**config.mk**
```make
export PLATFORM = sky130hd
export DESIGN_NAME = alu_rr_arbiter
export DESIGN_NICKNAME = d
export VERILOG_FILES = /design/src/rtl/alu_rr_arbiter.sv
export SDC_FILE = /design/constraint.sdc
export NUM_CORES = 2
export LEC_CHECK = 0
export BUFFER_PORTS_ARGS = -buffer_cell sky130_fd_sc_hd__buf_2
export CORE_ASPECT_RATIO = 0.7
export CORE_UTILIZATION = 29
export DETAILED_ROUTE_END_ITERATION = 6
export PLACE_DENSITY = 0.45
export SLEW_MARGIN = 40
export SYNTH_ARGS = -nofsm -noshare
export SYNTH_HDL_FRONTEND = slang
export SYNTH_SLANG_ARGS = --single-unit
```
**constraint.sdc**
```tcl
create_clock -name clk -period 80.2 [get_ports clk]
set_input_delay 12.03 -clock clk [delete_from_list [all_inputs] [get_ports clk]]
set_output_delay 12.03 -clock clk [all_outputs]
set_load 0.05 [all_outputs]
```
**src/rtl/alu_rr_arbiter.sv**
```systemverilog
// Round-robin arbiter sharing one 16-bit signed ALU between NUM_REQ valid/ready requesters.
// Optional macro ALU_RR_ARBITER_DIVZERO_CHECK_EN: op 011 with B == 0 returns 0 and raises rsp_err.

module ALU (
  input  logic [15:0] i_a,
  input  logic [15:0] i_b,
  input  logic [2:0]  i_op,
  output logic [31:0] o_y
);
  logic signed [15:0] w_as, w_bs, w_bdiv, w_q, w_r, w_t;
  logic signed [31:0] w_a32, w_b32;

  assign w_as   = i_a;
  assign w_bs   = i_b;
  assign w_a32  = 32'(w_as);
  assign w_b32  = 32'(w_bs);
  // Divisor forced to 1 on zero so the divider never sees an undefined operand.
  assign w_bdiv = (i_b == 16'd0) ? 16'sd1 : w_bs;
  assign w_q    = w_as / w_bdiv;
  assign w_r    = w_as % w_bdiv;

  // NOTE: every signal written in always_comb gets a default first so no latch is inferred.
  always_comb begin
    w_t = '0;
    o_y = '0;
    case (i_op)
      3'b000: o_y = w_a32 + w_b32;
      3'b001: o_y = w_a32 - w_b32;
      3'b010: o_y = w_a32 * w_b32;
      3'b011: o_y = (i_b == 16'd0) ? 32'd0 : {w_q, w_r};
      3'b100: begin w_t = w_as | w_bs; o_y = 32'(w_t); end
      3'b101: begin w_t = w_as & w_bs; o_y = 32'(w_t); end
      3'b110: begin w_t = ~w_as;       o_y = 32'(w_t); end
      default: begin w_t = ~w_bs;      o_y = 32'(w_t); end
    endcase
  end
endmodule

module alu_rr_arbiter #(
  parameter int NUM_REQ = 4,
  parameter int ID_W    = 2
) (
  input  logic                  clk,
  input  logic                  rst,
  input  logic [NUM_REQ-1:0]    req_valid,
  output logic [NUM_REQ-1:0]    req_ready,
  input  logic [16*NUM_REQ-1:0] req_a,
  input  logic [16*NUM_REQ-1:0] req_b,
  input  logic [3*NUM_REQ-1:0]  req_op,
  output logic                  rsp_valid,
  input  logic                  rsp_ready,
  output logic [ID_W-1:0]       rsp_id,
  output logic [31:0]           rsp_data,
  output logic                  rsp_err,
  output logic                  busy
);
  typedef enum logic [1:0] {IDLE, EXEC, RESP} state_t;

  state_t          r_state, w_state_next;
  logic [ID_W-1:0] r_last_id, r_id, r_rsp_id, w_grant_id;
  logic [15:0]     r_a, r_b, w_sel_a, w_sel_b;
  logic [2:0]      r_op, w_sel_op;
  logic [31:0]     r_rsp_data, w_alu_y;
  logic            r_rsp_err, w_grant_hit, w_accept, w_div_zero;

  // Search upward from last_id+1, wrapping, for the first valid requester.
  always_comb begin
    int idx;
    idx         = 0;
    w_grant_hit = 1'b0;
    w_grant_id  = '0;
    for (int k = 1; k <= NUM_REQ; k++) begin
      idx = (int'(r_last_id) + k) % NUM_REQ;
      if (!w_grant_hit && req_valid[ID_W'(idx)]) begin
        w_grant_hit = 1'b1;
        w_grant_id  = ID_W'(idx);
      end
    end
  end

  always_comb begin
    w_sel_a  = '0;
    w_sel_b  = '0;
    w_sel_op = '0;
    for (int i = 0; i < NUM_REQ; i++) begin
      if (w_grant_id == ID_W'(i)) begin
        w_sel_a  = req_a[16*i +: 16];
        w_sel_b  = req_b[16*i +: 16];
        w_sel_op = req_op[3*i +: 3];
      end
    end
  end

  // Ready is held low while reset is asserted so nothing is accepted during it.
  assign w_accept = (r_state == IDLE) && w_grant_hit && !rst;

  always_comb begin
    req_ready = '0;
    if (w_accept) req_ready[w_grant_id] = 1'b1;
  end

  ALU u_alu (
    .i_a  (r_a),
    .i_b  (r_b),
    .i_op (r_op),
    .o_y  (w_alu_y)
  );

`ifdef ALU_RR_ARBITER_DIVZERO_CHECK_EN
  assign w_div_zero = (r_op == 3'b011) && (r_b == 16'd0);
`else
  assign w_div_zero = 1'b0;
`endif

  // NOTE: sequential state uses non-blocking assignments so all registers update together.
  always_ff @(posedge clk or posedge rst) begin
    if (rst) r_state <= IDLE;
    else     r_state <= w_state_next;
  end

  always_comb begin
    w_state_next = r_state;
    case (r_state)
      IDLE:    if (w_accept)  w_state_next = EXEC;
      EXEC:                   w_state_next = RESP;
      RESP:    if (rsp_ready) w_state_next = IDLE;
      default:                w_state_next = IDLE;
    endcase
  end

  always_ff @(posedge clk or posedge rst) begin
    if (rst) begin
      r_last_id  <= ID_W'(NUM_REQ - 1);
      r_id       <= '0;
      r_a        <= '0;
      r_b        <= '0;
      r_op       <= '0;
      r_rsp_id   <= '0;
      r_rsp_data <= '0;
      r_rsp_err  <= 1'b0;
    end else begin
      if (w_accept) begin
        r_a       <= w_sel_a;
        r_b       <= w_sel_b;
        r_op      <= w_sel_op;
        r_id      <= w_grant_id;
        r_last_id <= w_grant_id;
      end
      if (r_state == EXEC) begin
        r_rsp_data <= w_div_zero ? 32'd0 : w_alu_y;
        r_rsp_err  <= w_div_zero;
        r_rsp_id   <= r_id;
      end
    end
  end

  assign rsp_valid = (r_state == RESP);
  assign busy      = (r_state != IDLE);
  assign rsp_id    = r_rsp_id;
  assign rsp_data  = r_rsp_data;
  assign rsp_err   = r_rsp_err;
endmodule

```
==> flow_metrics.env <==
export IMPL_outcome="finished, final reports clean"
export IMPL_avgSynthCellArea_um2=7.56
export IMPL_insertedDiodeCount=0
export IMPL_slowest_delay_ns=0.91
export IMPL_synth_cells=3317
export IMPL_cts_root_buffer="clkbuf_16"
export IMPL_cp_arrival_ns=40.83
export IMPL_fmax_mhz=24.7
export IMPL_cts_buffers=9
export IMPL_grt_pass1_wl_um=159000
export IMPL_max_slew_margin_pct=38.9
export IMPL_crit_buf_inv=11
export IMPL_vias_per_cell=5.45
export IMPL_antenna_found_initial=4
export IMPL_routed_wl_um=107000
export IMPL_slew_violations=0
export IMPL_grt_max_degree=76
export IMPL_worstHoldPathType="reg -> reg"
export IMPL_gr_total_overflow=0
export IMPL_cts_hold_buf=0
export IMPL_cts_clk_slew_worst_paths_ns=0.07
export IMPL_hold_violations=0
export IMPL_placement_rows=89
export IMPL_async_flop_share_pct=100
export IMPL_cpMostUsedCell="ha_1"
export IMPL_clkSinkCount=75
export IMPL_netlist_area_um2=25100
export IMPL_ys_types=101
export IMPL_numPortBuffers=186
export IMPL_crit_type="reg -> reg"
export IMPL_crit_path_max_fanout=22
export IMPL_grt_pass1_vias=23800
export IMPL_synth_area_leader_cell="fa_1"
export IMPL_tightest_slew_ns=0.916
export IMPL_synth_seq_cells=75
export IMPL_drv_cap=0
export IMPL_synth_area_top_cells="fa_1, ha_1, nand2_1"
export IMPL_routabilityCongestion=0.976
export IMPL_netlist_area_leader_share_pct=21.2
export IMPL_drtPass1Iterations=6
export IMPL_start_util_pct=29.5
export IMPL_grt_usage_pct=24.3
export IMPL_synthFlopType="dfrtp_1"
export IMPL_synth_edf_count=0
export IMPL_core_area_um2=84900
export IMPL_required_ns=80.54
export IMPL_cpMaxStageDelayCell="a32oi_1"
export IMPL_ant_nets=0
export IMPL_met2_usage_pct=33.2
export IMPL_htree_levels=3
export IMPL_die_area_um2=87600
export IMPL_met1_usage_pct=39.5
export IMPL_finalSetupViolations=0
export IMPL_rsz0062_at_grt="false"
export IMPL_post_cts_resized=0
export IMPL_dr_total_vias=25000
export IMPL_cts_tree="yes"
export IMPL_critPathTopFamily="compound AO/OA/AOI/OAI gates"
export IMPL_cts_setup_buffers=0
export IMPL_drc=0
export IMPL_syn2layout_area_growth_pct=11.2
export IMPL_period_minus_slack_ns=40.49
export IMPL_ys_warn_count=0
export IMPL_drive_gt1_share_pct=10.8
export IMPL_syn_num_nets=4001
export IMPL_ys_seq_area_share_pct=7.50
export IMPL_clockBufferDepth=2
export IMPL_grt_use_met3_pct=4.40
export IMPL_period_share_pct=50.5
export IMPL_wl_per_cell_um=23.4
export IMPL_fill_cells=9268
export IMPL_pin_count=188
export IMPL_cp_end_kind="flip-flop"
export IMPL_drtIter0Drc=2629
export IMPL_dp_hpwl_um=86700
export IMPL_die_x_um=353
export IMPL_start_kind="flip-flop"
export IMPL_grt_busiest_layer="met1"
export IMPL_clk_latency_ns=0.41
export IMPL_die_h_um=248
export IMPL_nets=4124
export IMPL_clock_skew_ns=0.0289
export IMPL_finalSetupTns_ns=0
-- routing by layer --
metal | up-vias | wire [um]
met3 | 57 | 9750
met1 | 12200 | 56000
met2 | 1078 | 40600
met5 | - | 13
li1 | 11600 | -
met4 | 2 | 746
-- Yosys cell counts (all sizes together), types with 14 or more instances --
| cell type | n |
|---|---|
| buf | 40 |
| mux2 | 14 |
| clkbuf | 117 |
| ha | 272 |
| nor3 | 86 |
| o31ai | 27 |
| and3 | 15 |
| and2 | 17 |
| nor2 | 309 |
| a21o | 54 |
| a21oi | 159 |
| xor2 | 39 |
| or3 | 34 |
| clkinv | 15 |
| a31oi | 39 |
| a211oi | 20 |
| o22ai | 21 |
| nor4 | 16 |
| fa | 265 |
| or2 | 15 |
| dfrtp | 73 |
| nand2b | 30 |
| nand4 | 24 |
| o21a | 50 |
| mux2i | 24 |
| o211ai | 64 |
| nand3 | 82 |
| xnor2 | 123 |
| nor2b | 19 |
| o21ai | 169 |
| nand2 | 489 |
| inv | 382 |
| a221oi | 25 |
-- cell usage in the layout, fill, tap and decap left out, drive strengths merged, types with 14 or more instances in the layout --
cell,instances
nand2b,30
o22ai,21
o21a,50
o211ai,64
nand3,82
xor2,39
a21o,54
or2,15
fa,265
mux2i,24
nor3,86
and2,17
ha,272
nand4,24
dfrtp,73
or3,34
a21oi,159
nor2b,19
o21ai,169
and3,15
o31ai,27
nor4,16
buf,269
a31oi,39
xnor2,123
inv,383
a221oi,25
nand2,489
a211oi,20
mux2,14
nor2,309
clkinv,17
-- logic make-up after synthesis --
group | Yosys count | share of synthesized area, %
multiplexers | 38 | 1.60
flip-flops | 75 | 7.50
other | 1 | 0.0150
adder cells (fa/ha/maj) | 537 | 34.7
AND/OR/NAND/NOR | 1172 | 21.0
XOR/XNOR | 162 | 5.66
AO/OA/AOI/OAI | 778 | 21.1
buffers and inverters | 554 | 8.42
-- stage by stage --
stage / hold slack, ns / area (um^2) / utilization [%] / std cells / setup WS, ns
after floorplan: 0.439 / 25100 / - / 3317 / 47.06
after global placement: 0.453 / 27500 / 32.4 / 4565 / 41.28
after detailed placement: 0.461 / 27500 / 32.4 / 4566 / 40.59
after CTS: 0.474 / 27900 / 32.8 / 4582 / 40.42
after global routing: 0.492 / 27900 / 32.8 / 4582 / 37.42
final: 0.473 / 27900 / 32.8 / 4582 / 39.71
-- path summary, 6_finish.rpt --
kind                            cells past startpoint      endpoint  slack, ns    start
worst max-delay path                              138  rsp_data[15]      39.71   r_b[3]
worst min-delay path                                2     rsp_id[1]       0.47  r_id[1]
worst max register to register                    138  rsp_data[15]      39.71   r_b[3]
worst min register to register                      2     rsp_id[1]       0.47  r_id[1]
max in group asynchronous                           3   rsp_data[2]      67.53      rst
min in group asynchronous                           2    r_state[1]      11.65      rst
-- sequential cells by signal, summed over array words and instances, names as in the netlist --
| name | cells |
|---|---|
| r_state | 2 |
| r_b | 16 |
| rsp_id | 2 |
| r_op | 3 |
| r_id | 2 |
| r_a | 16 |
| r_last_id | 2 |
| rsp_data | 32 |
-- layout make-up --
type	count	area, um^2	share of cell area (%)
sequential	75	1880	6.75
multi-input combinational	2688	21200	76.0
clock buffer	10	229	0.822
inverter	397	1490	5.35
tap	1137	1420	5.11
timing repair buffer	269	1560	5.59
clock inverter	6	96.3	0.346
-- worst register-to-register path, delay by kind of cell (launching register included) --
| family | cells | cell delay, ns |
|---|---|---|
| DFF | 1 | 0.71 |
| and+or+nand+nor | 45 | 10.91 |
| buffers and inverters | 11 | 2.86 |
| adders and majority gates | 16 | 5.44 |
| AOI/OAI and AO/OA | 64 | 19.74 |
| muxes | 2 | 0.79 |
Power is left out: the tool's default activity adds up to more than one toggle a clock period on the data nets, which glitch-free logic cannot reach.
